==> src/rtl/ahb_arbiter_rr.sv <==
// rtl/ahb_arbiter_rr.sv - AHB bus arbiter: fixed-priority or round-robin, bounded tenure, lock hold, SPLIT masking
module ahb_arbiter_rr #(
    parameter int NUM_MASTERS    = 16,
    parameter int DEFAULT_MASTER = 0,
    parameter bit RR_MODE        = 1'b1,
    parameter int MAX_TENURE     = 8
) (
    input  logic                   HCLK,
    input  logic                   HRESET,
    input  logic [NUM_MASTERS-1:0] HBUSREQx,
    input  logic [NUM_MASTERS-1:0] HLOCKx,
    input  logic [NUM_MASTERS-1:0] HSPLIT,
    input  logic [1:0]             HRESP,
    input  logic                   HREADY,
    output logic [NUM_MASTERS-1:0] HGRANTx,
    output logic [3:0]             HMASTER,
    output logic                   HMASTLOCK
);

    localparam int                     TEN_W     = (MAX_TENURE < 1) ? 1 : $clog2(MAX_TENURE + 1);
    localparam logic [TEN_W-1:0]       TEN_MAX   = TEN_W'(MAX_TENURE);
    localparam logic [3:0]             DEF_IDX   = 4'(DEFAULT_MASTER);
    localparam logic [NUM_MASTERS-1:0] GRANT_RST = NUM_MASTERS'(1) << DEFAULT_MASTER;

    logic [NUM_MASTERS-1:0] grant_q, grant_d;
    logic [NUM_MASTERS-1:0] mask_q, mask_d;
    logic [3:0]             hmaster_q;
    logic                   hmastlock_q;
    logic [3:0]             ptr_q, ptr_d;
    logic [TEN_W-1:0]       tenure_q, tenure_d;

    // All per-master vectors are widened to 16 bits so a 4-bit index is always in range.
    logic [15:0] req_w, lock_w, split_w, mask_w, elig_w, owner_oh_w;
    logic [15:0] fp_cand_w, grant_wide_w, mask_set_w, mask_next_w;
    logic [3:0]  owner_idx, fp_idx, rr_idx, rr_cand, next_idx;
    logic        fp_found, rr_found, any_elig, others_elig;
    logic        owner_elig, owner_lock, tenure_left, tenure_expired, hold;

    assign req_w      = 16'(HBUSREQx);
    assign lock_w     = 16'(HLOCKx);
    assign split_w    = 16'(HSPLIT);
    assign mask_w     = 16'(mask_q);
    assign owner_oh_w = 16'(grant_q);
    assign elig_w     = req_w & ~mask_w;
    assign any_elig   = |elig_w;

    // Convert the one-hot grant into the owner index
    always_comb begin
        owner_idx = 4'd0;
        for (int i = 0; i < NUM_MASTERS; i++) begin
            if (grant_q[i]) owner_idx = 4'(i);
        end
    end

    assign owner_elig     = elig_w[owner_idx];
    assign owner_lock     = lock_w[owner_idx];
    assign tenure_left    = (MAX_TENURE == 0) || (tenure_q < TEN_MAX);
    assign hold           = owner_elig && (owner_lock || tenure_left);
    assign tenure_expired = (MAX_TENURE != 0) && (tenure_q == TEN_MAX) && !owner_lock;
    assign others_elig    = |(elig_w & ~owner_oh_w);
    // An expired owner sits out one fixed-priority decision unless nobody else wants the bus.
    assign fp_cand_w      = (tenure_expired && others_elig) ? (elig_w & ~owner_oh_w) : elig_w;

    // Fixed priority: lowest eligible index wins
    always_comb begin
        fp_idx   = DEF_IDX;
        fp_found = 1'b0;
        for (int i = 0; i < NUM_MASTERS; i++) begin
            if (!fp_found && fp_cand_w[i]) begin
                fp_idx   = 4'(i);
                fp_found = 1'b1;
            end
        end
    end

    // Round robin: first eligible index after the pointer, wrapping; the pointer itself is searched last
    always_comb begin
        rr_idx   = DEF_IDX;
        rr_found = 1'b0;
        rr_cand  = 4'd0;
        for (int k = 1; k <= NUM_MASTERS; k++) begin
            rr_cand = 4'((int'(ptr_q) + k) % NUM_MASTERS);
            if (!rr_found && elig_w[rr_cand]) begin
                rr_idx   = rr_cand;
                rr_found = 1'b1;
            end
        end
    end

    // Pick the next owner and derive pointer/tenure updates
    always_comb begin
        if (hold) begin
            next_idx = owner_idx;
        end else if (!any_elig) begin
            next_idx = DEF_IDX;
        end else if (RR_MODE) begin
            next_idx = rr_idx;
        end else begin
            next_idx = fp_idx;
        end
        grant_wide_w = 16'd1 << next_idx;
        grant_d      = grant_wide_w[NUM_MASTERS-1:0];
        ptr_d        = (RR_MODE && !hold && any_elig) ? rr_idx : ptr_q;
        if (next_idx != owner_idx) begin
            tenure_d = '0;
        end else if (tenure_q == TEN_MAX) begin
            tenure_d = tenure_q;
        end else begin
            tenure_d = tenure_q + TEN_W'(1);
        end
    end

    // SPLIT response marks the address-phase owner; HSPLIT unmasks; a same-edge set beats the clear
    always_comb begin
        mask_set_w  = (!HREADY && (HRESP == 2'b11)) ? (16'd1 << hmaster_q) : 16'd0;
        mask_next_w = (mask_w & ~split_w) | mask_set_w;
        mask_d      = mask_next_w[NUM_MASTERS-1:0];
    end

    // Split mask tracks slave responses on every edge, stalled or not
    always_ff @(posedge HCLK or posedge HRESET) begin
        if (HRESET) begin
            mask_q <= '0;
        end else begin
            mask_q <= mask_d;
        end
    end

    // Grant, address-phase owner, pointer and tenure advance only when the bus hands over
    always_ff @(posedge HCLK or posedge HRESET) begin
        if (HRESET) begin
            grant_q     <= GRANT_RST;
            hmaster_q   <= DEF_IDX;
            hmastlock_q <= 1'b0;
            ptr_q       <= DEF_IDX;
            tenure_q    <= '0;
        end else if (HREADY) begin
            grant_q     <= grant_d;
            hmaster_q   <= owner_idx;
            hmastlock_q <= owner_lock;
            ptr_q       <= ptr_d;
            tenure_q    <= tenure_d;
        end
    end

    assign HGRANTx   = grant_q;
    assign HMASTER   = hmaster_q;
    assign HMASTLOCK = hmastlock_q;

endmodule

==> config.mk <==
export PLATFORM = sky130hd
export DESIGN_NAME = ahb_arbiter_rr
export DESIGN_NICKNAME = d
export VERILOG_FILES = /design/src/rtl/ahb_arbiter_rr.sv
export SDC_FILE = /design/constraint.sdc
export NUM_CORES = 1
export LEC_CHECK = 0
export CORE_MARGIN = 2
export CORE_UTILIZATION = 55
export CTS_CLUSTER_SIZE = 10
export DETAILED_ROUTE_END_ITERATION = 7
export GPL_ROUTABILITY_DRIVEN = 0
export PLACE_DENSITY = 0.8
export SYNTH_ARGS = -nofsm -noshare
export SYNTH_HDL_FRONTEND = slang
export SYNTH_SLANG_ARGS = --single-unit
==> constraint.sdc <==
create_clock -name HCLK -period 10.5 [get_ports HCLK]
set_clock_uncertainty 0.15 [all_clocks]
set_input_delay 2.1 -clock HCLK [delete_from_list [all_inputs] [get_ports HCLK]]
set_output_delay 2.1 -clock HCLK [all_outputs]
set_load 0.01 [all_outputs]
==> metrics.md, run 1 <==
| Metric | Value |
|---|---|
| Crit path top cell by count | `mux2i_1` |
| Routed via count | `between 5000 and 6000` |
| Row count | `35` |
| Register area share after synthesis | `a little over a fifth` |
| Hold slack | `0.388 ns` |
| Max-Cap Viols | `0` |
| Tightest Pin Transition | `1.03 ns` |
| Final Non-Filler Cells | `between 700 and 800` |
| Postcts setup bufs | `0` |
| Worst EP required | `around 11 ns` |
| Largest net degree at the start of global routing | `46` |
| DRC | `0` |
| Placed instance count | `769` |
| Mapped Avg Cell Area | `around 9.0 µm²` |
| TritonCTS clock tree | `done` |
| Fraction of layout cells with a size suffix above 1 | `12.2%` |
| Crit Path Category | `in -> reg` |
| Worst path max stage delay | `~0.68 ns` |
| Crit start category | `primary input` |
| Min-delay worst type | `reg -> reg` |
| Die Wd | `slightly above 100 µm` |
| Syn Nets | `about 650` |
| DP Worst Slack | `roughly 3.9 ns` |
| Final hold violation count | `0` |
| Resize count post-CTS | `0` |
| Worst-skew pair later-pin latency | `just under 0.3 ns` |
| Initial Util | `around 57%` |
| Fin Setup TNS | `0 ns` |
| Synthesized flop and latch total | `45` |
| # diodes | `0` |
| Vias/cell | `~6.9` |
| Tmin final | `~6.4 ns` |
| Core region area | `9280 µm²` |
| Die ar. | `10400 µm²` |
| Congestion Overflow GR | `0` |
| Buf+Inv Stages, Crit Path | `1` |
| Commonest cells after routing, fill and taps aside | `clkdlybuf4s50_1 (73), nor2_1 (53), dfrtp_1 (44), nand2_1 (44), mux2i_1 (42)` |
| Ys flop type | `dfrtp_1` |
| Initial antenna violation count | `0` |
| Nets | `~700` |
| Crit-path cells | `clkdlybuf4s50_1 -> nand2b_1 -> mux2i_1 -> mux4_2 -> mux2i_1 -> nor4b_2 -> nand3_2 -> nor3_4 -> nor4_1 -> or2_1 -> mux2i_1 -> nor2_1 -> a32o_1` |
| Num CTS Buffers | `5` |
| Clock sink count | `between 40 and 50` |
| Max Root-Sink Buffers | `2` |
| CP top delay family | `multiplexers` |
| Yosys warns | `0` |
| CTS H-Tree Depth | `2` |
| Max Transition Viols Final | `0` |
| First-pass GRT wire length | `26100 µm` |
| Fillers | `between 700 and 800` |
| Post-route ant nets | `0` |
| CP endpoint kind | `flip-flop` |
| Critical path's slowest cell | `mux2i_1` |
| Post-synth EDFFs | `0` |
| Arrival @ worst endpoint | `roughly 6.5 ns` |
| HPWL after DPL | `12000 µm` |
| Synth unique cells | `84` |
| Post-Syn Area | `about 5300 µm²` |
| Iteration-0 DRC Markers | `around 530` |
| CTS root buf | `clkbuf_8` |
| Syn-to-layout area delta | `17.3%` |
| Die height | `roughly 100 µm` |
| RSZ-0062 raised after global routing | `no` |
| Achievable Freq | `0.156 GHz` |
| Vias in the first global route | `roughly 5200` |
| Maximum fanout along the worst path | `12` |
| Routed WL | `approximately 16000 µm` |
| PortBufs | `73` |
| Commonest non-fill, non-tap cell in the layout | `clkdlybuf4s50_1` |
| Cells after Synth | `a little under 600` |
| Outcome | `finished clean` |
| Final period utilization | `61.0%` |
| Final setup viols | `0` |
| Routed len/inst | `slightly above 20 µm` |
| Overall routing resource usage | `between 30% and 40%` |
| Fraction of registers with async set/reset | `100%` |
| TritonRoute pass-1 iters | `6` |
| Slew margin rel. | `30.7%` |
| Fin worst setup slack | `roughly 4 ns` |
| Clock transition at the registers of the reported paths | `roughly 0.09 ns` |
| Hold-fix buffers, CTS | `0` |
| Ports | `74` |
layout make-up:
class | count | area, µm² | share of cell area [%]
inverter | 36 | 138 | 2.22
sequential | 45 | 1130 | 18.2
clock inverter | 2 | 38.8 | 0.626
tap | 129 | 161 | 2.61
timing repair buffer | 80 | 783 | 12.6
clock buffer | 6 | 72.6 | 1.17
multi-input combinational | 479 | 3870 | 62.5
worst paths after layout:
check | cells after the start | from | to | slack (ns)
setup / recovery | 13 | HBUSREQx[4] | HGRANTx[6] | 4.09
hold / removal | 2 | mask_q[4] | mask_q[4] | 0.39
setup reg to reg | 14 | ptr_q[0] | HGRANTx[6] | 4.85
hold reg to reg | 2 | mask_q[4] | mask_q[4] | 0.39
max in group asynchronous | 3 | HRESET | HGRANTx[0] | 7.71
min in group asynchronous | 3 | HRESET | mask_q[1] | 2.11
cells in the mapped netlist (4+ instances only):
master,n,area [µm²]
o211ai_1,9,67.6
nand4_1,6,37.5
a21oi_1,21,105
nor2b_1,15,93.8
or3_1,6,37.5
ha_1,9,113
a211oi_1,9,67.6
o22ai_1,25,156
mux2_2,11,124
clkbuf_1,12,45.0
o221ai_1,4,35.0
buf_2,12,60.1
nor2_1,53,199
xnor2_1,7,61.3
nand2_1,44,165
mux4_2,30,676
mux2i_1,42,420
and3_1,4,25.0
nand2b_1,26,163
nand3_1,12,60.1
nor4_1,9,56.3
a32o_1,9,90.1
inv_1,31,116
nor3_1,15,75.1
o21ai_0,13,65.1
xor2_1,4,35.0
dfrtp_1,44,1100
a22o_1,9,78.8
kinds of logic (layout without fill, tap and decap cells):
logic type               count (synthesis)  count (layout)  share of synthesized area (%)
AO/OA/AOI/OAI                          157             157                           23.1
XOR/XNOR                                12              12                           2.35
adder cells (fa/ha/maj)                  9               9                           2.13
buffers and inverters                   65             124                           5.31
flip-flops                              45              45                           21.3
multiplexers                            86              86                           24.0
AND/OR/NAND/NOR                        215             215                           21.8
state kept, by name, indices dropped and copies added, names as in the netlist:
register and flops:
HGRANTx 16, mask_q 16, HMASTER 4, ptr_q 4
tenure_q 4, HMASTLOCK 1
metrics by stage:
step	util, %	area, µm²
2_1_floorplan	-	5280
3_3_place_gp	65.5	6080
3_5_place_dp	65.5	6080
4_1_cts	66.7	6190
5_1_grt	66.7	6190
6_report	66.7	6190
metal layers:
metal	routed length (µm)	share of wire, %	GRT usage, %	vias up
met5	0	0	0	-
met4	405	2.5	10.5	0
met1	6370	40	43.7	2501
met2	7600	48	51.8	368
li1	-	-	-	2402
met3	1600	10	4.58	53
tightest hold or removal path, cell delays in order (launching register included):
cell     delay, ns
dfrtp_1       0.38
inv_1         0.05
o22ai_1       0.08
Power of run 1 is left out: the tool's default activity adds up to more than one toggle a clock period on the data nets, which glitch-free logic cannot reach.
==> run 2, diff against run 1 <==
--- a/config.mk
+++ b/config.mk
@@ -6,11 +6,11 @@
 export NUM_CORES = 1
 export LEC_CHECK = 0
 export CORE_MARGIN = 2
-export CORE_UTILIZATION = 55
+export CORE_UTILIZATION = 51
 export CTS_CLUSTER_SIZE = 10
 export DETAILED_ROUTE_END_ITERATION = 7
 export GPL_ROUTABILITY_DRIVEN = 0
-export PLACE_DENSITY = 0.8
+export PLACE_DENSITY = 0.78
 export SYNTH_ARGS = -nofsm -noshare
 export SYNTH_HDL_FRONTEND = slang
 export SYNTH_SLANG_ARGS = --single-unit
==> constraint.sdc (replaced) <==
create_clock -name HCLK -period 5.4 [get_ports HCLK]
set_clock_uncertainty 0.15 [all_clocks]
set_input_delay 1.08 -clock HCLK [delete_from_list [all_inputs] [get_ports HCLK]]
set_output_delay 1.08 -clock HCLK [all_outputs]
set_load 0.01 [all_outputs]
==> run 2 against run 1 <==
Routed wire length about the same. Critical path type unchanged. Register-to-register slack worse by 4.4 ns. Die area is 7.5% higher. Sequential share of layout area decreased by 0.33 points. Setup slack worse by 3.9 ns.
==> metrics.md, run 2 (synthesis results as in run 1) <==
| Metric | Value |
|---|---|
| Outcome | `finished clean (unchanged)` |
| Initial Util | `51.9% (was 56.9%)` |
| Worst-skew pair later-pin latency | `0.31 ns (was 0.29 ns)` |
| Max Root-Sink Buffers | `2 (unchanged)` |
| Worst-case reg-to-reg path depth | `13 (was 14)` |
| Crit-path cells | `clkdlybuf4s50_1 -> nand2b_1 -> mux4_2 -> or3_1 -> o311ai_2 -> nor2_1 -> o31a_1 -> o32ai_1 -> a32oi_2 -> nor2_1 -> a2bb2oi_1 -> and3_1 -> a32o_1 (was clkdlybuf4s50_1 -> nand2b_1 -> mux2i_1 -> mux4_2 -> mux2i_1 -> nor4b_2 -> nand3_2 -> nor3_4 -> nor4_1 -> or2_1 -> mux2i_1 -> nor2_1 -> a32o_1)` |
| CTS H-Tree Depth | `2 (unchanged)` |
| Crit path top cell by count | `nor2_1 (was mux2i_1)` |
| Post-route ant nets | `0 (unchanged)` |
| Achievable Freq | `around 0.19 GHz` |
| Postcts setup bufs | `0 (unchanged)` |
| HPWL after DPL | `12400 µm (was 12000 µm)` |
| Fillers | `849 (was 774)` |
| CP endpoint kind | `flip-flop (unchanged)` |
| TritonCTS clock tree | `done (unchanged)` |
| Commonest non-fill, non-tap cell in the layout | `clkdlybuf4s50_1 (unchanged)` |
| Hold-fix buffers, CTS | `0 (unchanged)` |
| Final setup viols | `0 (unchanged)` |
| Worst EP required | `5.50 ns (was 10.54 ns)` |
| Routed WL | `16000 µm (about the same)` |
| Worst path max stage delay | `0.57 ns (was 0.68 ns)` |
| Commonest cells after routing, fill and taps aside | `clkdlybuf4s50_1 (73), nor2_1 (53), dfrtp_1 (44), nand2_1 (44), mux2i_1 (42) (unchanged)` |
| Nets | `723 (was 709)` |
| Buf+Inv Stages, Crit Path | `1 (unchanged)` |
| Initial antenna violation count | `0 (unchanged)` |
| Die ar. | `11200 µm² (was 10400 µm²)` |
| CTS root buf | `clkbuf_8 (unchanged)` |
| Fin Setup TNS | `0 ns (unchanged)` |
| Largest net degree at the start of global routing | `46 (unchanged)` |
| Hold path depth | `1 (was 2)` |
| Fraction of layout cells with a size suffix above 1 | `14.0% (was 12.2%)` |
| Max Transition Viols Final | `0 (unchanged)` |
| Core region area | `10200 µm² (was 9280 µm²)` |
| Resize count post-CTS | `0 (unchanged)` |
| Die Wd | `106 µm (was 102 µm)` |
| Clock transition at the registers of the reported paths | `0.09 ns (about the same)` |
| Row count | `37 (was 35)` |
| Max-Cap Viols | `0 (unchanged)` |
| Die height | `106 µm (was 102 µm)` |
| Crit path depth | `13 (unchanged)` |
| PortBufs | `73 (unchanged)` |
| TritonRoute pass-1 iters | `6 (unchanged)` |
| # diodes | `0 (unchanged)` |
| Vias/cell | `6.73 (was 6.85)` |
| DRC | `0 (unchanged)` |
| CP top delay family | `compound AO/OA/AOI/OAI gates (was multiplexers)` |
| Min-delay worst type | `reg -> reg (unchanged)` |
| Slew margin rel. | `42.9% (was 30.7%)` |
| Iteration-0 DRC Markers | `541 (was 529)` |
| Num CTS Buffers | `5 (unchanged)` |
| Tightest Pin Transition | `0.850 ns (was 1.03 ns)` |
| Critical path's slowest cell | `mux4_2 (was mux2i_1)` |
| Final hold violation count | `0 (unchanged)` |
| First-pass GRT wire length | `25500 µm (was 26100 µm)` |
| Ports | `74 (unchanged)` |
| Crit start category | `primary input (unchanged)` |
| Crit Path Category | `in -> reg (unchanged)` |
| RSZ-0062 raised after global routing | `no (unchanged)` |
| Congestion Overflow GR | `0 (unchanged)` |
| Arrival @ worst endpoint | `5.28 ns (was 6.45 ns)` |
| Maximum fanout along the worst path | `9 (was 12)` |
| Vias in the first global route | `5060 (was 5157)` |
| Routed len/inst | `20.0 µm (was 20.6 µm)` |
| Tmin final | `5.18 ns` |
| Clock sink count | `45 (unchanged)` |
| Final period utilization | `a little over nine tenths` |
| Routed via count | `5371 (was 5324)` |
| Overall routing resource usage | `28.4% (was 31.7%)` |
| Syn-to-layout area delta | `19.5% (was 17.3%)` |
## run 2: changes by cell type in the layout (fill, tap and decap cells not counted)
cell / previous run / this run
buf_4: 7 / 21
## run 2: metal layers
layer / part of all wire (%) / track usage [%]
met4: 4.1 / 12.8
met3: 8.9 / 4.89
met5: 0 / 0
met2: 47 / 45.5
met1: 40 / 37.7
## run 2: final cells by class
| type | instances | area [µm²] | area share [%] |
|---|---|---|---|
| Clock inverter | 2 | 38.8 | 0.615 |
| Inverter | 36 | 138 | 2.18 |
| Clock buffer | 6 | 72.6 | 1.15 |
| Tap cell | 136 | 170 | 2.70 |
| Sequential cell | 45 | 1130 | 17.9 |
| Timing Repair Buffer | 94 | 888 | 14.1 |
| Multi-Input combinational cell | 479 | 3870 | 61.4 |
## run 2: final timing paths
path                              from          end  slack (ns)
setup reg to reg              ptr_q[0]   HGRANTx[4]        0.49
hold / removal             tenure_q[1]  tenure_q[1]        0.39
max in group asynchronous       HRESET   HGRANTx[0]        3.65
hold reg to reg            tenure_q[1]  tenure_q[1]        0.39
setup / recovery           HBUSREQx[0]  HGRANTx[11]        0.22
min in group asynchronous       HRESET   mask_q[14]        1.06
## run 2: per-stage QoR
step | std cells | hold WS, ns | setup WS [ns] | area, µm² | utilization, %
after floorplan | 589 | 0.345 | 0.443 | 5280 | -
after global placement | 790 | 0.366 | 0.150 | 6200 | 60.8
after detailed placement | 790 | 0.377 | 0.0127 | 6200 | 60.8
after CTS | 798 | 0.395 | 0.352 | 6310 | 61.9
after global routing | 798 | 0.426 | 0.131 | 6310 | 61.9
final | 798 | 0.394 | 0.221 | 6310 | 61.9
Power of run 2 is left out for the same reason.
